### src/rtl/mux4_rr_arbiter.sv
// Round-robin arbiter owning the select lines of a shared 4:1 single-bit mux.
// Grants one requester at a time, with a hold limit so that every pending requester is eventually served.
module mux4_rr_arbiter #(
    parameter int MAX_HOLD = 4
) (
    input  logic       clk,
    input  logic       rst_n,
    input  logic [3:0] req,
    input  logic       I0,
    input  logic       I1,
    input  logic       I2,
    input  logic       I3,
    output logic [3:0] gnt,
    output logic       s1,
    output logic       s0,
    output logic       y,
    output logic       y_valid,
    output logic       busy
);

    typedef enum logic {
        IDLE,
        GRANT
    } state_e;

    localparam logic [3:0] MAX_HOLD_C = 4'(MAX_HOLD);

    state_e     state_q, state_d;
    logic [1:0] ptr_q, ptr_d;
    logic [1:0] sel_q, sel_d;
    logic [3:0] hold_q, hold_d;
    logic [3:0] gnt_q, gnt_d;
    logic [3:0] others;
    logic [3:0] data;

    // First set bit of r, searching upward from base and wrapping 3->0.
    function automatic logic [1:0] pick(input logic [3:0] r, input logic [1:0] base);
        logic [1:0] idx;
        logic       found;
        pick  = base;
        found = 1'b0;
        for (int unsigned i = 0; i < 4; i++) begin
            idx = base + 2'(i);
            if (!found && r[idx]) begin
                pick  = idx;
                found = 1'b1;
            end
        end
    endfunction

    always_comb begin
        state_d = state_q;
        ptr_d   = ptr_q;
        sel_d   = sel_q;
        hold_d  = hold_q;
        gnt_d   = gnt_q;
        others  = req & ~gnt_q;
        case (state_q)
            IDLE: begin
                if (|req) begin
                    sel_d   = pick(req, ptr_q);
                    gnt_d   = 4'b0001 << sel_d;
                    hold_d  = 4'd1;
                    state_d = GRANT;
                end
            end
            GRANT: begin
                if (!req[sel_q]) begin
                    ptr_d = sel_q + 2'd1;
                    if (|others) begin
                        sel_d  = pick(others, sel_q + 2'd1);
                        gnt_d  = 4'b0001 << sel_d;
                        hold_d = 4'd1;
                    end else begin
                        // Select is left at the last owner while idle.
                        gnt_d   = '0;
                        hold_d  = '0;
                        state_d = IDLE;
                    end
                end else if (hold_q == MAX_HOLD_C && |others) begin
                    ptr_d  = sel_q + 2'd1;
                    sel_d  = pick(others, sel_q + 2'd1);
                    gnt_d  = 4'b0001 << sel_d;
                    hold_d = 4'd1;
                end else if (hold_q != MAX_HOLD_C) begin
                    hold_d = hold_q + 4'd1;
                end
            end
            default: state_d = IDLE;
        endcase
    end

    always_ff @(posedge clk) begin
        if (!rst_n) begin
            state_q <= IDLE;
            ptr_q   <= '0;
            sel_q   <= '0;
            hold_q  <= '0;
            gnt_q   <= '0;
        end else begin
            state_q <= state_d;
            ptr_q   <= ptr_d;
            sel_q   <= sel_d;
            hold_q  <= hold_d;
            gnt_q   <= gnt_d;
        end
    end

    assign data    = {I3, I2, I1, I0};
    assign gnt     = gnt_q;
    assign s1      = sel_q[1];
    assign s0      = sel_q[0];
    assign y_valid = |gnt_q;
    assign y       = y_valid & data[sel_q];
    assign busy    = (state_q == GRANT);

endmodule

### config.mk
export PLATFORM = sky130hd
export DESIGN_NAME = mux4_rr_arbiter
export DESIGN_NICKNAME = d
export VERILOG_FILES = /design/src/rtl/mux4_rr_arbiter.sv
export SDC_FILE = /design/constraint.sdc
export NUM_CORES = 1
export LEC_CHECK = 0
export CAP_MARGIN = 10
export CORE_MARGIN = 3
export CORE_UTILIZATION = 53
export DETAILED_ROUTE_END_ITERATION = 12
export GPL_ROUTABILITY_DRIVEN = 0
export GPL_TIMING_DRIVEN = 0
export PLACE_DENSITY_LB_ADDON = 0.1
export SYNTH_ARGS = -nofsm -noshare
export SYNTH_HDL_FRONTEND = slang
export SYNTH_SLANG_ARGS = --single-unit
### constraint.sdc
create_clock -name clk -period 2 [get_ports clk]
set_input_delay 0.4 -clock clk [delete_from_list [all_inputs] [get_ports clk]]
set_output_delay 0.4 -clock clk [all_outputs]
set_load 0.01 [all_outputs]
==> results, run 1 <==
- The flow ran to the end, and the final reports show no timing, DRC or antenna violations.
- The iteration count of the initial detailed-routing pass is 5.
- The power share of the combinational group is 0.535.
- For this design, the slowest cell found on the critical path is mux4_2.
- The post-synthesis register bit count is 13.
- For this design the static power due to leakage is 0.544 nW.
- The share of the clock period used by the worst path is 0.959.
- The cell type contributing the most total cell area after synthesis is dfxtp_1.
- In this run the most used layer during global routing was met2.
- The length in cells of the worst reg-to-reg path is 7.
- For flop-to-flop paths, the worst setup slack is 0.12 ns.
- The xor-xnor portion of the synthesized cell area is 0.0150.
- The clock skew after layout is 0.00196 ns.
- The worst-case IR drop observed on VDD is 0.000528 V.
- The power per cell area is 784 nW/um^2.
- The most used flip-flop cell after synthesis is dfxtp_1.
- The initial antenna violation count is 0.
- The net switching power is 0.000422 W.
- The total core area is 2020 sq um.
- Fill cells in the final layout number 170.
- From left edge to right edge, the die measures 52.9 um.
- The final instance count without filler cells is 173.
- The worst path in the final design needs a cycle of 1.92 ns, including I/O delays and setup.
- Max-cap violations in this run came to 0.
- After detailed routing, the number of remaining DRC violations is 0.
- The cell sitting at the root of the clock tree is a clkbuf_4.
- For this block, the initial DRC count from the detailed router was 24.
- After synthesis, the share of cell area in mux cells is 0.112.
- Of the cells placed in the final design, the portion with a size suffix greater than 1 is 0.240.
- The first global-routing pass estimated 4860 um of wire.
- Hold repair after CTS inserted 0 buffers.
- The type of origin of the critical path is a flop.
- The total length of routed wires is 2850 um.
- The fraction of power consumed by sequential logic is 0.311.
- The number of nets in the synthesized netlist is 137.
- In this run the worst path has a maximum fanout of 2.
- The sink count of the clock tree is 13.
- Setup violations remaining at the end of the flow were counted as 0.
- The number of pins exceeding their max-slew limit in the final report was 0.
- At the worst endpoint, the required time is 1.60 ns.
- Counting along the longest clock path gives a buffer depth of 2.
- The design area is 1400 sq um.
- For this configuration, the core starts out at a cell density of 0.576.
- The headroom to the max-slew limit is 0.547.
- Pin placement for this block handled 19 I/O pins.
- The number of antenna-violating nets in the routed design is 0.
- The post-synthesis instance total is 125.
- The simple-gate area share of the yosys netlist is 0.295.
- After detailed routing, the number of vias per cell comes to 6.12.
- The clock-pin slew on the worst setup and hold paths is 0.08 ns.
- The repair_antennas step left the layout with diodes totalling 0.
- By area, the combinational part of the netlist is dominated by simple AND/OR/NAND/NOR gates.
- The number of placed instances, taps included is 168.
- The end point of the worst hold path is gnt[3].
- The worst-skew pair later-pin latency is 0.28 ns.
- The global route total overflow is 0.
- Of the total power, the share spent switching nets is 0.386.
- CTS built an H-tree with a depth of 1.
- The proportion of synthesized flip-flops having asynchronous set or reset is 0.
- For the pin with the worst max-slew slack, the measured transition is 0.673 ns.
- In the global route stage, met2 resource usage came out at 0.409.
- Setup repair after global routing left no endpoint under its margin.
- The area share of fa/ha/maj cells after synthesis is 0.0215.
- In this run the core area contains 16 standard-cell rows.
- The number of synthesis warnings is 0.
- In this design, the stage delay of the slowest critical-path cell is 0.49 ns.
- The kind of capture point of the worst setup path is a primary output.
- The die area is 2800 sq um.
- From bottom edge to top edge, the die measures 52.9 um.
- The synthesis-to-finish area growth is 19.9%.
- For the worst setup path, the data arrival time is 1.52 ns.
- The clock share of power is 0.155.
- The share of the synthesized area in the top cell type is 0.223.
- For this run, the top clock speed supported by timing is 521 MHz.
- The total via count in the routed design is 1059.
- The critical hold path startpoint is rst_n.
- The final routed wire length divided by cell count is 16.5 um.
- The HPWL after detailed placement is 2110 um.
- Entering global routing, the biggest net connects 11 pins.
- Adding up every negative setup slack in the final design gives 0 ns.
- TritonCTS built the clock tree.
- The number of global-route vias before repair came to 1027.
- The cell area after synthesis is 1160 sq um.
- The met1 usage is 0.296.
- Synthesis instantiated 58 different standard cells from the library.
- Along the worst hold path, the cell count comes to 3.
- The launch point of the worst path is sel_q[0].
- Leaving out fill and tap cells, the most frequent cell in the layout is dfxtp_1.
- The complex-gate fraction of the synthesized area is 0.259.
- The worst flop-to-flop path endpoint is hold_q[1].
- After the last flow step, the layout net total stands at 159.
- The fraction of met3 tracks used by global routing is 0.0479.
- The class of the tightest hold or removal check is in2reg.
- The combined global-route utilization of all metal layers is 0.239.
- The critical path goes through buf_6 > mux4_2 > and2_1 > buf_2.
- The final hold violation count was 0.
- The share of the yosys chip area belonging to registers is 0.223.
- The beginning of the worst register-to-register path is sel_q[0].
- The area of placed instances is 1360 sq um.
- In this run, synthesis inferred 0 flip-flops with an integrated enable.
- The count of buffers added on input and output ports is 16.
- The average cell area after synthesis is 9.32 sq um.
- The class of the most critical setup path is reg2out.
- The number of buffers added by the clock tree synthesis step is 3.
- The internal power of the cells totals 0.000672 W.
- The top cell types in the final layout, fill and taps aside, are 12 x dfxtp_1, 9 x nand2b_1.
- In the post-synthesis netlist, the biggest area contributors are dfxtp_1 22%, nand2b_1 4.8%, mux2i_1 3.4%, a21oi_1 3.0%, o21ai_0 3.0%.
- For this run, the share of the core covered by cells in the final layout is 0.691.
==> area by class of cell <==
type | instances | area [sq um] | share of cell area
multi-input cells | 101 | 828 | 0.593
well taps | 27 | 33.8 | 0.0242
inverters | 5 | 18.8 | 0.0134
clock buffers | 4 | 26.3 | 0.0188
plain buffers | 6 | 67.6 | 0.0484
flip-flops and latches | 13 | 262 | 0.187
repair buffers | 17 | 160 | 0.115
==> cell families (layout without fill, tap and decap cells) <==
logic type / count (synthesis) / count (layout)
mux: 9 / 9
compound gates: 36 / 36
xor+xnor: 2 / 2
fa+ha+maj: 2 / 2
flops: 13 / 13
simple gates: 52 / 52
buf+inv: 11 / 32
==> flip-flops by register name (all words and copies together) (netlist names) <==
signal / cells
ptr_q: 2
busy: 1
gnt: 4
hold_q: 4
sel_q: 2
==> synth_stat cells, types with 3 or more instances <==
library cell / instances
nand2b_1: 9
nor2b_1: 4
a21oi_1: 7
o21ai_0: 7
dfxtp_1: 13
inv_1: 5
and2_1: 3
nor2_1: 6
nand2_1: 5
nand3_1: 4
mux2i_1: 4
==> worst max-delay path, delay by kind of cell, from the launching register on <==
family	cells	cell delay, ns
mux	1	0.49
flops	1	0.34
buf+inv	2	0.24
simple gates	1	0.17
==> power groups by stage <==
| stage | sequential, W | combinational (W) | clock (W) |
|---|---|---|---|
| after global routing | 0.000347 | 0.000641 | 0.000182 |
| after CTS | 0.000339 | 0.000573 | 0.000173 |
| after floorplan | 0.000347 | 0.000393 | 0 |
| after global placement | 0.000343 | 0.000570 | 0 |
| final | 0.000340 | 0.000585 | 0.000169 |
| after detailed placement | 0.000345 | 0.000579 | 0 |
==> timing repair <==
item                                    in CTS  in global routing
endpoints found under the setup margin       7                  5
pin swaps                                    1                  1
setup buffers                                1                  0
resized for setup                           12                  5
==> worst max-delay path by stage <==
| stage | slack, ns | to | depth (start not counted) |
|---|---|---|---|
| global placement | -0.31 | hold_q[1] | 6 |
| floorplan | 0.21 | gnt[2] | 6 |
| CTS | 0.007 | hold_q[1] | 7 |
| global route | 0.01 | gnt[2] | 7 |
| finish | 0.08 | y | 4 |
| detailed placement | -0.39 | y | 4 |
==> per-layer routing <==
| metal | vias to the layer above | part of all wire |
|---|---|---|
| li1 | 511 | - |
| met1 | 502 | 0.42 |
| met2 | 39 | 0.51 |
| met3 | 7 | 0.058 |
| met4 | 0 | 0.015 |
| met5 | - | 0 |
==> per-stage QoR <==
stage | setup slack, ns | total power (W) | hold slack (ns)
final | 0.0817 | 0.00109 | 0.513
after global routing | 0.0103 | 0.00117 | 0.516
after CTS | 0.00740 | 0.00108 | 0.515
after detailed placement | -0.392 | 0.000923 | 0.504
after global placement | -0.313 | 0.000913 | 0.509
after floorplan | 0.208 | 0.000740 | 0.477
Power figures use the tool's default switching activity.
==> inputs of run 2 (changes only) <==
CORE_UTILIZATION = 60   (was 53)
DONT_BUFFER_PORTS = 1   (was default)
SLEW_MARGIN = 20   (was default)
==> results, run 2 (synthesized netlist as in run 1, its figures left out) <==
- The run finished with clean final reports.
- The number of buffers inserted by port buffering came to 0 (-16).
- The number of nets in the layout is 142 (-11%).
- The data arrival time of the critical path is 1.55 ns (+0.03 ns).
- The clock tree from TritonCTS is yes.
- The proportion of layout cells with a drive suffix above 1 is 0.240 (+0.000584).
- The combined global-route utilization of all metal layers is 0.230 (-0.00872).
- The highest ir drop seen on vdd is 0.000621 V (+18%).
- The initial DRC count came to 24 (unchanged).
- The number of buffers between clock root and the deepest sink is 2 (unchanged).
- Leaving out fill and tap cells, the most frequent cells in the layout are 12 x dfxtp_1, 9 x nand2b_1, 7 x a21oi_1, 7 x o21ai_0, 6 x nor2_1.
- The total core area is 1780 sq um (-12%).
- The iteration count of the initial detailed-routing pass is 4 (-1).
- From synthesis to final layout, the design area changed by 5.05%.
- The horizontal extent of the die is 50.1 um (-5.3%).
- The power share of the combinational group is 0.469 (-0.066).
- The buffer cell driving the clock tree root is clkbuf_4.
- The number of buffers added by the clock tree synthesis step came to 3 (unchanged).
- The final routed wire length divided by cell count is 17.4 um (+5.6%).
- The clock skew after layout is 0.00223 ns (+0.000269 ns).
- The initial antenna violation count is 0 (unchanged).
- The combined area of the multi-input logic cells was 818 sq um (-1.2%).
- The number of pins exceeding their max-slew limit in the final report is 0 (unchanged).
- The slowest cell on the critical path is mux4_1.
- The worst hold slack was 0.438 ns (-0.0748 ns).
- Walking the worst path, the cells encountered are buf_6 > mux4_1 > and2_1.
- The DRC violation count after routing was 0 (unchanged).
- The count of hold-fix buffers inserted at cts is 0 (unchanged).
- The measured slew at the worst slew-check pin is 0.600 ns (-0.0726 ns).
- The leakage power total was 0.460 nW (-15%).
- The wire length of the first global-routing pass is 4330 um (-11%).
- The clock-pin slew on the worst setup and hold paths came to 0.08 ns (about the same).
- The number of top-level pins is 19 (unchanged).
- The number of levels the H-tree was split into is 1 (unchanged).
- The maximum number of pins on one net before global-route repair is 11 (unchanged).
- The headroom to the max-slew limit is 0.596 (+0.0489).
- The total of fill cells in the finished design is 155 (-8.8%).
- The tightest min-delay check is of the in2reg type.
- The number of global-route vias before repair is 949 (-7.6%).
- The die area is 2510 sq um (-10%).
- The highest net fanout along the worst path is 9 (+7).
- The fraction of power consumed by sequential logic was 0.360 (+0.049).
- The worst-skew pair later-pin latency is 0.28 ns (about the same).
- The area of all sequential standard cells came to 262 sq um (unchanged).
- The highest achievable clock rate is 512 MHz (-1.7%).
- The cell-internal power was 0.000596 W (-11%).
- The post-CTS setup buffer count is 0 (-1).
- The antenna cell count is 0 (unchanged).
- STA classifies the critical path startpoint as a flop.
- The total number of placement rows is 15 (-1).
- The post-DP HPWL came to 2040 um (-3.0%).
- The final hold violation count is 0 (unchanged).
- The initial core utilization is 0.653 (+0.0772).
- The global route total overflow is 0 (unchanged).
- The setup-violating endpoint count in the final report came to 0 (unchanged).
- The required time of the worst setup path is 1.60 ns (about the same).
- The count of max-cap constraint violations is 0 (unchanged).
- The chip height is 50.1 um (-5.3%).
- The clock share of power came to 0.171 (+0.016).
- The worst setup path is of the reg2out kind.
- The sink count of the clock tree came to 13 (unchanged).
- The via count normalized by instance count came to 6.53 (+6.7%).
- Setup repair after global routing left no endpoint under its margin.
- The net switching power is 0.000400 W (-5.2%).
- The total length of routed wires is 2680 um (-6.0%).
- The most frequent standard cell in the layout excluding fill and tap cells is dfxtp_1.
- The stage delay of the slowest cell on the critical path is 0.54 ns (+0.05 ns).
- The final-layout setup total negative slack came to 0 ns (unchanged).
- The total via count in the routed design came to 1006 (-5.0%).
- The kind of capture point of the worst setup path is a primary output.
- The switching part of the total is 0.402 (+0.0162).
- The shortest period the worst path allows is 1.95 ns (+0.0340 ns).
- The share of the clock period used by the worst path is 0.976 (+0.0170).
- The number of antenna-violating nets in the routed design came to 0 (unchanged).
- The power per cell area is 814 nW/um^2 (+3.8%).
[run 2: through the flow]
stage / worst slack [ns] / total power [W] / util / cells / area [sq um]
after floorplan: 0.208 / 0.000740 / - / 125 / 1160
after global routing: 0.0102 / 0.00106 / 0.686 / 154 / 1220
after global placement: 0.123 / 0.000810 / 0.671 / 150 / 1200
after CTS: 0.0386 / 0.000998 / 0.686 / 154 / 1220
final: 0.0477 / 0.000996 / 0.686 / 154 / 1220
after detailed placement: 0.0885 / 0.000825 / 0.671 / 150 / 1200
[run 2: worst max-delay path: cells and delay by family, from the launching register on]
family | cells | cell delay, ns
AND/OR/NAND/NOR | 1 | 0.20
buffers and inverters | 1 | 0.16
flip-flops | 1 | 0.37
multiplexers | 1 | 0.54
[run 2: power by group through the flow]
stage          sequential, W  clock [W]  combinational [W]
4_1_cts             0.000359   0.000174           0.000465
3_3_place_gp        0.000362          0           0.000448
6_report            0.000359   0.000170           0.000467
2_1_floorplan       0.000347          0           0.000393
3_5_place_dp        0.000363          0           0.000461
5_1_grt             0.000365   0.000187           0.000508
[run 2: cell type report]
type                    instances  area share
multi-input cells             101       0.669
flip-flops and latches         13       0.214
plain buffers                   6      0.0552
well taps                      25      0.0256
clock buffers                   4      0.0215
inverters                       5      0.0153
[run 2: final timing paths]
path         slack [ns]  cells past startpoint        end  startpoint
min reg2reg        0.53                      2  hold_q[3]   hold_q[3]
min                0.44                      2       busy      req[1]
max                0.05                      3          y    sel_q[0]
max reg2reg        0.13                      6  hold_q[1]    sel_q[0]
[run 2: routing by layer]
metal / wire [um] / global-route usage / vias to the layer above
met5: 0 / 0 / -
met4: 92 / 0.147 / 0
met3: 147 / 0.0695 / 12
met2: 1300 / 0.361 / 29
met1: 1140 / 0.269 / 485
li1: - / - / 480
[run 2: timing repair]
item                       in CTS  in global routing
hold endpoints to repair        0                  0
setup endpoints to repair       1                  0
resized for setup               1                  0
